### src/rtl/tvs_pkg.sv
// Shared types and field helpers for the test-vector sequencer.
// Optional build macro: TVS_STOP_ON_ERROR_EN.
package tvs_pkg;

  localparam int IN_W_DEF  = 4;
  localparam int OUT_W_DEF = 7;
  localparam int TV_W      = IN_W_DEF + OUT_W_DEF;

  typedef enum logic [2:0] {
    IDLE,
    FETCH,
    APPLY,
    SETTLE,
    CHECK,
    DONE
  } tvs_state_t;

  function automatic logic [IN_W_DEF-1:0] tv_inputs(
    input logic [TV_W-1:0] w
  );
    return w[TV_W-1:OUT_W_DEF];
  endfunction

  function automatic logic [OUT_W_DEF-1:0] tv_expected(
    input logic [TV_W-1:0] w
  );
    return w[OUT_W_DEF-1:0];
  endfunction

endpackage

### src/rtl/tvs_settle_timer.sv
// Loadable down-counter with zero flag; paces the DUT settle window.
// Used by testvector_sequencer (optional macro: TVS_STOP_ON_ERROR_EN).
module tvs_settle_timer #(
  parameter int W = 8
) (
  input  logic         clk,
  input  logic         reset,
  input  logic         load,
  input  logic [W-1:0] load_val,
  input  logic         dec,
  output logic         zero
);

  logic [W-1:0] cnt;

  always_ff @(posedge clk) begin
    if (!reset) begin
      cnt <= '0;
    end else if (load) begin
      cnt <= load_val;
    end else if (dec && cnt != '0) begin
      cnt <= cnt - 1'b1;
    end
  end

  assign zero = (cnt == '0);

endmodule

### src/rtl/testvector_sequencer.sv
// On-chip self-test controller: walks a vector ROM, drives and checks a DUT.
// Optional macro TVS_STOP_ON_ERROR_EN: halt on first mismatch, report it.
module testvector_sequencer
  import tvs_pkg::*;
#(
  parameter int IN_W          = IN_W_DEF,
  parameter int OUT_W         = OUT_W_DEF,
  parameter int ADDR_W        = 8,
  parameter int SETTLE_CYCLES = 2,
  parameter int ERR_W         = 16
) (
  input  logic                  clk,
  input  logic                  reset,
  input  logic                  start,
  input  logic [ADDR_W:0]       num_vectors,
  output logic [ADDR_W-1:0]     vec_addr,
  input  logic [IN_W+OUT_W-1:0] vec_data,
  output logic [IN_W-1:0]       dut_in,
  input  logic [OUT_W-1:0]      dut_out,
  output logic                  busy,
  output logic                  done,
  output logic                  pass,
  output logic [ERR_W-1:0]      error_count,
  output logic [ADDR_W:0]       vector_count
`ifdef TVS_STOP_ON_ERROR_EN
  ,
  output logic [ADDR_W-1:0]     fail_index,
  output logic [OUT_W-1:0]      fail_value
`endif
);

  localparam int TW = IN_W + OUT_W;
  localparam logic [ADDR_W:0] MAXN =
    {1'b1, {ADDR_W{1'b0}}};
  localparam logic [7:0] SETTLE_LD =
    8'(SETTLE_CYCLES - 1);

  tvs_state_t state, nstate;

  logic [ADDR_W:0]   count;
  logic [ADDR_W:0]   clamped;
  logic [ADDR_W-1:0] index;
  logic [OUT_W-1:0]  expected;
  logic              start_ok;
  logic              mismatch;
  logic              last;
  logic              stop_hit;
  logic              tmr_zero;

  assign start_ok = start &&
    (state == IDLE || state == DONE);
  assign clamped  = (num_vectors > MAXN) ?
    MAXN : num_vectors;
  assign mismatch = (dut_out != expected);
  assign last     = ({1'b0, index} == count - 1'b1);

`ifdef TVS_STOP_ON_ERROR_EN
  assign stop_hit = mismatch;
`else
  assign stop_hit = 1'b0;
`endif

  assign vec_addr = index;
  assign done     = (state == DONE);
  assign busy     = (state == FETCH) ||
                    (state == APPLY) ||
                    (state == SETTLE) ||
                    (state == CHECK);
  assign pass     = done && (error_count == '0);

  tvs_settle_timer #(.W(8)) u_timer (
    .clk      (clk),
    .reset    (reset),
    .load     (state == APPLY),
    .load_val (SETTLE_LD),
    .dec      (state == SETTLE),
    .zero     (tmr_zero)
  );

  always_ff @(posedge clk) begin
    if (!reset) begin
      state <= IDLE;
    end else begin
      state <= nstate;
    end
  end

  always_comb begin
    nstate = state;
    unique case (state)
      IDLE, DONE: begin
        if (start) begin
          nstate = (clamped == '0) ? DONE : FETCH;
        end
      end
      FETCH:  nstate = APPLY;
      APPLY:  nstate = SETTLE;
      SETTLE: begin
        if (tmr_zero) nstate = CHECK;
      end
      CHECK: begin
        nstate = (last || stop_hit) ? DONE : FETCH;
      end
      default: nstate = IDLE;
    endcase
  end

  always_ff @(posedge clk) begin
    if (!reset) begin
      count        <= '0;
      index        <= '0;
      expected     <= '0;
      dut_in       <= '0;
      error_count  <= '0;
      vector_count <= '0;
`ifdef TVS_STOP_ON_ERROR_EN
      fail_index   <= '0;
      fail_value   <= '0;
`endif
    end else begin
      if (start_ok) begin
        count        <= clamped;
        index        <= '0;
        error_count  <= '0;
        vector_count <= '0;
`ifdef TVS_STOP_ON_ERROR_EN
        fail_index   <= '0;
        fail_value   <= '0;
`endif
      end
      if (state == APPLY) begin
        dut_in   <= vec_data[TW-1:OUT_W];
        expected <= vec_data[OUT_W-1:0];
      end
      if (state == CHECK) begin
        if (mismatch && error_count != '1) begin
          error_count <= error_count + 1'b1;
        end
        vector_count <= vector_count + 1'b1;
        if (nstate == FETCH) begin
          index <= index + 1'b1;
        end
`ifdef TVS_STOP_ON_ERROR_EN
        if (mismatch) begin
          fail_index <= index;
          fail_value <= dut_out;
        end
`endif
      end
    end
  end

endmodule

### config.mk
export PLATFORM = sky130hd
export DESIGN_NAME = testvector_sequencer
export DESIGN_NICKNAME = d
export VERILOG_FILES = /design/src/rtl/tvs_pkg.sv /design/src/rtl/tvs_settle_timer.sv /design/src/rtl/testvector_sequencer.sv
export SDC_FILE = /design/constraint.sdc
export NUM_CORES = 1
export LEC_CHECK = 0
export CORE_ASPECT_RATIO = 2
export CORE_MARGIN = 2
export CORE_UTILIZATION = 45
export CTS_BUF_LIST = sky130_fd_sc_hd__clkbuf_8
export DETAILED_ROUTE_END_ITERATION = 16
export HOLD_SLACK_MARGIN = 0.12
export PLACE_DENSITY = 0.71
export SLEW_MARGIN = 20
export SYNTH_ARGS = -nofsm -noshare
export SYNTH_HDL_FRONTEND = slang
export SYNTH_SLANG_ARGS = --single-unit
### constraint.sdc
create_clock -name clk -period 4.8 [get_ports clk]
set_input_delay 0.96 -clock clk [delete_from_list [all_inputs] [get_ports clk]]
set_output_delay 0.96 -clock clk [all_outputs]
set_load 0.03 [all_outputs]
; Word-level counts from Yosys, hierarchy flattened
; Index checks and enable logic that the tools add are counted.
[classes]
add_sub_neg = 5
order_cmp = 1
eq_ne = 9
n_mux = 16
bitwise = 1
n_reduce_logical = 17
[op_table]
columns = operator, n
row1 = $mux 16, 3
row2 = $mux 9, 3
row3 = $mux 8, 3
row4 = $add 16x1->16 const B, 1
row5 = $logic_not 16->1, 1
row6 = $ne 16x16->1 const B, 1
row7 = $pmux 3 s5, 1
row8 = $mux 3, 4
row9 = $add 9x1->9 const B, 1
row10 = $eq 8x9->1, 1
row11 = $gt 9x9->1 const B, 1
row12 = $logic_not 9->1, 1
row13 = $sub 9x1->9 const B, 1
row14 = $add 8x1->8 const B, 1
row15 = $logic_not 8->1, 1
row16 = $reduce_bool 8->1, 1
row17 = $sub 8x1->8 const B, 1
row18 = $ne 7x7->1, 1
row19 = $eq 3x1->1 const B, 2
row20 = $eq 3x2->1 const B, 2
row21 = $eq 3x3->1 const B, 2
row22 = $logic_and 1x1->1, 4
row23 = $logic_or 1x1->1, 4
row24 = $reduce_bool 2->1, 2
row25 = 4 further kinds, 6
[totals]
register_bits = 64
wordCells = 58

; Logic depth before layout (Yosys ltp)
; Gate-level depths: netlist of the first run.
[logic_depth]
depth_word = 9
depth_mapped = 11

; Modules after synthesis
; A second synthesis of the first run with hierarchy kept.
[hier_totals]
cells_unflattened = 448
area_unflattened_um2 = 3639.7
[modules_own_cells]
columns = module, instances, cells_per_inst, area_per_inst_um2
row1 = testvector_sequencer, 1, 390, 3131.8
row2 = tvs_settle_timer, 1, 58, 508.0

; Least setup slack after synthesis of the first run
; No wires, ideal clock.
[synth_timing]
path_type = register to output
start = reg state[2]
end = out pass
arrival_ps = 1753
t_required_ps = 3840
setup_slack_ps = 2087
stages_incl_launch_ff = 7
n_path_buf = 1
path_cell_list = dfxtp_1 > buf_1 > nand2_1 > nor2_1 > nand2_1 > nor4_1 > and3_1
[synth_via]
elab_chain_len = 2
[synth_rtl]
columns = item, line
row1 = from (decl), testvector_sequencer.sv:38  ; tvs_state_t state, nstate;
row2 = from (signal assigned), testvector_sequencer.sv:84  ; state <= nstate;
row3 = $eq 3x3->1, testvector_sequencer.sv:64  ; assign done = (state == DONE);
row4 = net done, testvector_sequencer.sv:21  ; output logic done,
row5 = $logic_and 1x1->1, testvector_sequencer.sv:69  ; assign pass = done && (error_count == '0);
row6 = to (decl), testvector_sequencer.sv:22  ; output logic pass,
; The timed path passes the listed nets, and every way through them passes these cells.

; Worst setup path after layout of the first run
[layout_timing]
start = reg state[2]
end = out pass
[layout_via]
elab_chain_len = 2
[layout_rtl]
columns = item, line
row1 = $eq 3x3->1, testvector_sequencer.sv:64
row2 = $logic_and 1x1->1, testvector_sequencer.sv:69
; Every way passes these cells.

==> results.json, run 1 <==
{
  "finalPower_mw": 1.12,
  "synth_top_family_by_area": "simple AND/OR/NAND/NOR gates",
  "switching_power_uw": 303,
  "synth_fp_nets": 457,
  "cts.clk_slew.worst_paths_ns": 0.07,
  "crit_arrival_ns": 2.33,
  "end_kind": "output pin",
  "detail_route.vias_per_cell": 5.61,
  "required_ns": 3.84,
  "hp-class": "flip-flop to flip-flop",
  "peakVddDrop_mv": 0.179,
  "dp_cells": 565,
  "synth_area_leaders": "dfxtp_1 (36%), nand2_1 (5.8%), xor2_1 (4.5%), a21boi_0 (3.6%), nor2_1 (3.6%)",
  "worstSetupStartpoint": "state[2]",
  "drc": 0,
  "cts_buffer_depth": 2,
  "slew_violations": 0,
  "fin_util": 0.573,
  "final_area_um2": 4360,
  "overflow": 0,
  "combPwrFrac": 0.151,
  "grt_pass1_vias": 3178,
  "grt_pass1_wl_um": 14700,
  "final_antenna_net_count": 0,
  "ys_ff_latch": 64,
  "p_int_uw": 813,
  "path_delay_family": "simple AND/OR/NAND/NOR gates",
  "finClkSkew_ns": 0.00466,
  "vias": 3250,
  "tns_ns": 0,
  "root_buffer": "clkbuf_8",
  "netlist_instances": 420,
  "powerDensity_nw_per_um2": 256,
  "seqCellArea_um2": 1280,
  "yosys.area.top_type_share": 0.365,
  "place_ws_ns": 1.67,
  "row_count": 45,
  "crit_path_cell_trace": "nand2_1 -> nor2_1 -> nand2_1 -> nor4_1 -> and3_1 -> clkdlybuf4s50_1",
  "hold_buffers": 0,
  "crit_path_frequent_cell": "nand2_1",
  "whs_ns": 0.474,
  "clockPowerShare": 0.342,
  "synth-simple-area-share": 0.299,
  "wire_per_inst_um": 14.8,
  "switching_share": 0.271,
  "drive_gt1_frac": 0.0660,
  "finalCriticalPeriod_ns": 3.29,
  "grtUsageTotal": 0.224,
  "antenna_found_initial": 0,
  "synth.most_common_cell": "dfxtp_1",
  "met2_usage": 0.415,
  "cts_setup_buffers": 0,
  "synthTopCellsByCount": "dfxtp_1 (64), nand2_1 (54), nor2_1 (34)",
  "n_antenna_cell": 0,
  "setup_violations": 0,
  "final_nets": 519,
  "ys_types": 62,
  "die_w_um": 66.5,
  "routed_wl_um": 8590,
  "slew_headroom": 0.499,
  "n_fill_cell": 733,
  "period_share": 0.686,
  "synth_fa_ha_area_frac": 0.0249,
  "rrSetupSlack_ns": 1.92,
  "synth_edf_count": 0,
  "rsz0062_at_grt": "no",
  "cap_violations": 0,
  "met1_usage": 0.220,
  "ioPinCount": 70,
  "synth_compound_area_frac": 0.172,
  "grt_max_degree": 26,
  "cts_resized": 0,
  "numCtsBuffers": 9,
  "r2r-start": "count[0]",
  "coreArea_um2": 7600,
  "synth_top_cell_by_area": "dfxtp_1",
  "cts_tree": "done",
  "worst-path-buf-inv": 1,
  "finalHoldViolCount": 0,
  "synth_area_um2": 3510,
  "slowest_stage": "clkdlybuf4s50_1",
  "p_seq_frac": 0.506,
  "reg2regPathDepth": 9,
  "status": "completed",
  "r2r_end": "vec_addr[2]",
  "synthMuxAreaShare": 0.0146,
  "worst_slack_ns": 1.51,
  "dieArea_um2": 8570,
  "cts.sinks": 64,
  "leakagePower_nw": 1.63,
  "use_met3": 0.0437,
  "firstDrtPassIters": 5,
  "area_growth_pct": 24.1,
  "dpl-instance-area_um2": 4200,
  "synth-seq-area-share": 0.365,
  "first_iter_violations": 146,
  "start_util": 0.462,
  "busiest_layer": "met2",
  "multi_input_area_um2": 2060,
  "max_freq_mhz": 304,
  "fin_cells": 579,
  "critPathLaunchType": "flip-flop",
  "synth_flop_cell": "dfxtp_1",
  "endpoint": "pass",
  "yosys_warnings": 0,
  "synth_xor_xnor_area_share": 0.0773,
  "worstMarginPinSlew_ns": 0.749,
  "htreeDepth": 3,
  "die-height_um": 129,
  "max_stage_delay_ns": 0.66,
  "worstSetupPathType": "flip-flop to output pin",
  "avgSynthCellArea_um2": 8.36,
  "worst-path-max-fanout": 13,
  "port_buffers": 69,
  "path_depth": 6,
  "clkLatencyLatePin_ns": 0.35,
  "synthArstFlopShare": 0,
  "routabilityCongestion": 0.837,
  "place_hpwl_um": 6610
}
==> routing by layer <==
| layer | routed length (um) | share of wire | up-vias |
|---|---|---|---|
| met5 | 0 | 0 | - |
| met4 | 335 | 0.039 | 0 |
| met3 | 314 | 0.037 | 26 |
| met2 | 4880 | 0.57 | 81 |
| met1 | 3060 | 0.36 | 1539 |
| li1 | - | - | 1604 |
==> final cells by class <==
| class | instances | share of cell area |
|---|---|---|
| repair buffers | 71 | 0.162 |
| multi-input cells | 327 | 0.474 |
| well taps | 94 | 0.0270 |
| clock buffers | 10 | 0.0316 |
| clock inverters | 4 | 0.00373 |
| inverters | 9 | 0.00775 |
| flip-flops and latches | 64 | 0.294 |
==> tightest hold or removal path, delay by kind of cell, from the launching register on <==
kind,cells,cell delay (ns)
flops,1,0.31
compound gates,1,0.07
simple gates,1,0.05
==> worst min-delay path by stage <==
stage                 from     endpoint  depth (start not counted)
2_1_floorplan  expected[6]  expected[6]                          2
3_3_place_gp     dut_in[2]    dut_in[2]                          2
3_5_place_dp     dut_in[3]    dut_in[3]                          2
4_1_cts          dut_in[3]    dut_in[3]                          2
5_1_grt          dut_in[1]    dut_in[1]                          2
6_report         dut_in[3]    dut_in[3]                          2
==> sequential cells by signal, indices dropped and copies added, names as in the netlist <==
signal	flops
error_count	16
count	9
vector_count	9
u_timer.cnt	8
vec_addr	8
expected	7
dut_in	4
state	3
==> kinds of logic after synthesis <==
family / after synthesis
AND/OR/NAND/NOR: 200
buffers and inverters: 29
XOR/XNOR: 31
flip-flops: 64
multiplexers: 5
AO/OA/AOI/OAI: 84
adder cells (fa/ha/maj): 7
==> power by group through the flow <==
stage          Clock (mW)  Combinational (mW)  Sequential (mW)
6_report            0.382               0.169            0.565
5_1_grt             0.416               0.189            0.567
4_1_cts             0.393               0.170            0.565
3_5_place_dp            0               0.169            0.577
3_3_place_gp            0               0.166            0.576
2_1_floorplan           0               0.116            0.573
==> cells in the final DEF, fill, tap and decap left out, drive strengths merged, types with 7 or more instances in the layout <==
| master | n |
|---|---|
| nor2b | 13 |
| or3 | 7 |
| dfxtp | 64 |
| xnor2 | 13 |
| nand4 | 12 |
| nor3 | 8 |
| nor3b | 9 |
| nor2 | 35 |
| a21oi | 18 |
| inv | 12 |
| o21ai | 17 |
| clkbuf | 10 |
| xor2 | 18 |
| nand2 | 55 |
| nand3 | 18 |
| ha | 7 |
| and2 | 11 |
| a21boi | 17 |
| and3 | 8 |
| clkdlybuf4s50 | 69 |
| nor4 | 7 |
(Power assumes the default switching activity.)
==> run 2: changes to the inputs <==
- PLACE_DENSITY: 0.71 -> 0.74
- clock period: 4.8 -> 2.73 ns (I/O delays scaled with it)
==> run 2 against run 1 <==
Effect of this change: flip-flop and latch count stayed put; critical path depth grew 2; global-route usage fell by 1.6 points; clock power rose by 98%; combinational power increased by 88%; clock-buffer cell count decreased by 1; non-clock buffer count up 8; critical endpoint is now vec_addr[2]; total power grew 84%.
==> results.json, run 2 (synthesized netlist as in run 1, its figures left out) <==
{
  "status": "completed",
  "clockPowerShare": 0.368,
  "layout_commonest_cell": "clkdlybuf4s50_1",
  "htreeDepth": 3,
  "setup_violations": 0,
  "slew_violations": 0,
  "start_util": 0.462,
  "cts.sinks": 64,
  "cap_violations": 0,
  "finClkSkew_ns": 0.00862,
  "leakagePower_nw": 1.69,
  "port_buffers": 69,
  "place_ws_ns": 0.178,
  "grt_pass1_wl_um": 13800,
  "grt_max_degree": 27,
  "slowest_stage": "a2111oi_0",
  "drc": 0,
  "numCtsBuffers": 9,
  "combPwrFrac": 0.155,
  "min_path_cells": 2,
  "overflow": 0,
  "firstDrtPassIters": 4,
  "vias": 3212,
  "routed_wl_um": 8310,
  "routabilityCongestion": 0.872,
  "coreArea_um2": 7600,
  "crit_arrival_ns": 2.72,
  "root_buffer": "clkbuf_8",
  "path_delay_family": "compound AO/OA/AOI/OAI gates",
  "tns_ns": 0,
  "drive_gt1_frac": 0.0872,
  "area_growth_pct": 26.4,
  "worst-path-max-fanout": 10,
  "worst-path-buf-inv": 1,
  "path_depth": 8,
  "cts_tree": "done",
  "wire_per_inst_um": 14.2,
  "p_int_mw": 1.51,
  "powerDensity_nw_per_um2": 463,
  "registers.top_by_ff_count": "error_count",
  "die-height_um": 129,
  "grt_pass1_vias": 3190,
  "required_ns": 2.97,
  "grtUsageTotal": 0.208,
  "reg_top3": "error_count (16), count (9), vector_count (9)",
  "layout_common_cells": "clkdlybuf4s50_1 (68), dfxtp_1 (64), nand2_1 (54)",
  "worstSetupPathType": "flip-flop to flip-flop",
  "final_nets": 527,
  "row_count": 45,
  "first_iter_violations": 148,
  "clkLatencyLatePin_ns": 0.35,
  "switching_power_uw": 547,
  "die_w_um": 66.5,
  "period_share": 0.908,
  "reg2regPathDepth": 8,
  "cts_buffer_depth": 2,
  "ioPinCount": 70,
  "switching_share": 0.266,
  "cts.clk_slew.worst_paths_ns": 0.07,
  "rsz0062_at_grt": "no",
  "place_hpwl_um": 6330,
  "end_kind": "flip-flop",
  "largest_reg_flops": 16,
  "finalCriticalPeriod_ns": 2.48,
  "crit_path_cell_trace": "inv_1 -> ha_1 -> o21bai_1 -> a2111oi_0 -> o31a_1 -> a21oi_2 -> and3b_1 -> a211o_1",
  "finalHoldViolCount": 0,
  "peakVddDrop_mv": 0.474,
  "worst_slack_ns": 0.250,
  "slew_headroom": 0.583,
  "antenna_found_initial": 0,
  "max_stage_delay_ns": 0.61,
  "worstMarginPinSlew_ns": 0.610,
  "p_seq_frac": 0.478,
  "max_freq_mhz": 403,
  "n_antenna_cell": 0,
  "final_antenna_net_count": 0,
  "dieArea_um2": 8570,
  "hold_buffers": 0,
  "detail_route.vias_per_cell": 5.47,
  "hp-class": "flip-flop to flip-flop",
  "whs_ns": 0.475,
  "critPathLaunchType": "flip-flop"
}
run 2: changes by cell type in the layout (fill, tap and decap cells not counted), sizes merged:
| cell | before | now |
|---|---|---|
| dlymetal6s2s | 0 | 1 |
| inv | 12 | 9 |
| clkinv | 1 | 4 |
| bufinv | 0 | 1 |
| clkbuf | 10 | 9 |
| buf | 2 | 10 |
| clkdlybuf4s50 | 69 | 68 |
run 2: worst min-delay path: cells and delay by family, from the launching register on:
kind,cells,cell delay (ns)
DFF,1,0.31
and+or+nand+nor,1,0.05
AOI/OAI and AO/OA,1,0.06
run 2: power by group through the flow:
stage                     clock (mW)  combinational, mW  sequential [mW]
after floorplan                    0              0.204             1.01
after global placement             0              0.313             1.00
after detailed placement           0              0.320             1.00
after CTS                      0.774              0.322            0.982
after global routing           0.813              0.353            0.985
final                          0.756              0.318            0.982
run 2: repair_timing:
item,4_1_cts,5_1_grt
resized for setup,0,1
setup endpoints to repair,0,1
setup buffers,0,0
run 2: metrics by stage:
stage	utilization	total power [mW]	cells	cell area, um^2
detailed placement	0.561	1.32	573	4260
finish	0.584	2.06	587	4440
CTS	0.584	2.08	587	4440
global placement	0.561	1.31	573	4260
global route	0.584	2.15	587	4440
floorplan	-	1.21	420	3510
run 2: layer usage:
metal	track usage	part of all wire	up-vias
met5	0	0	-
met2	0.379	0.55	75
met1	0.201	0.38	1491
met4	0.136	0.039	0
li1	-	-	1617
met3	0.0463	0.035	29
run 2: worst paths after layout:
| kind | startpoint | to | slack [ns] |
|---|---|---|---|
| worst max-delay path | count[0] | vec_addr[2] | 0.25 |
| worst min-delay path | dut_in[1] | dut_in[1] | 0.47 |
| worst max register to register | count[0] | vec_addr[2] | 0.25 |
| worst min register to register | dut_in[1] | dut_in[1] | 0.47 |
run 2: final cells by class:
type	instances	area, um^2
sequential	64	1280
clock inverter	5	50.0
multi-input combinational	327	2060
inverter	9	33.8
clock buffer	9	124
tap	94	118
fill	689	3160
timing repair buffer	79	768
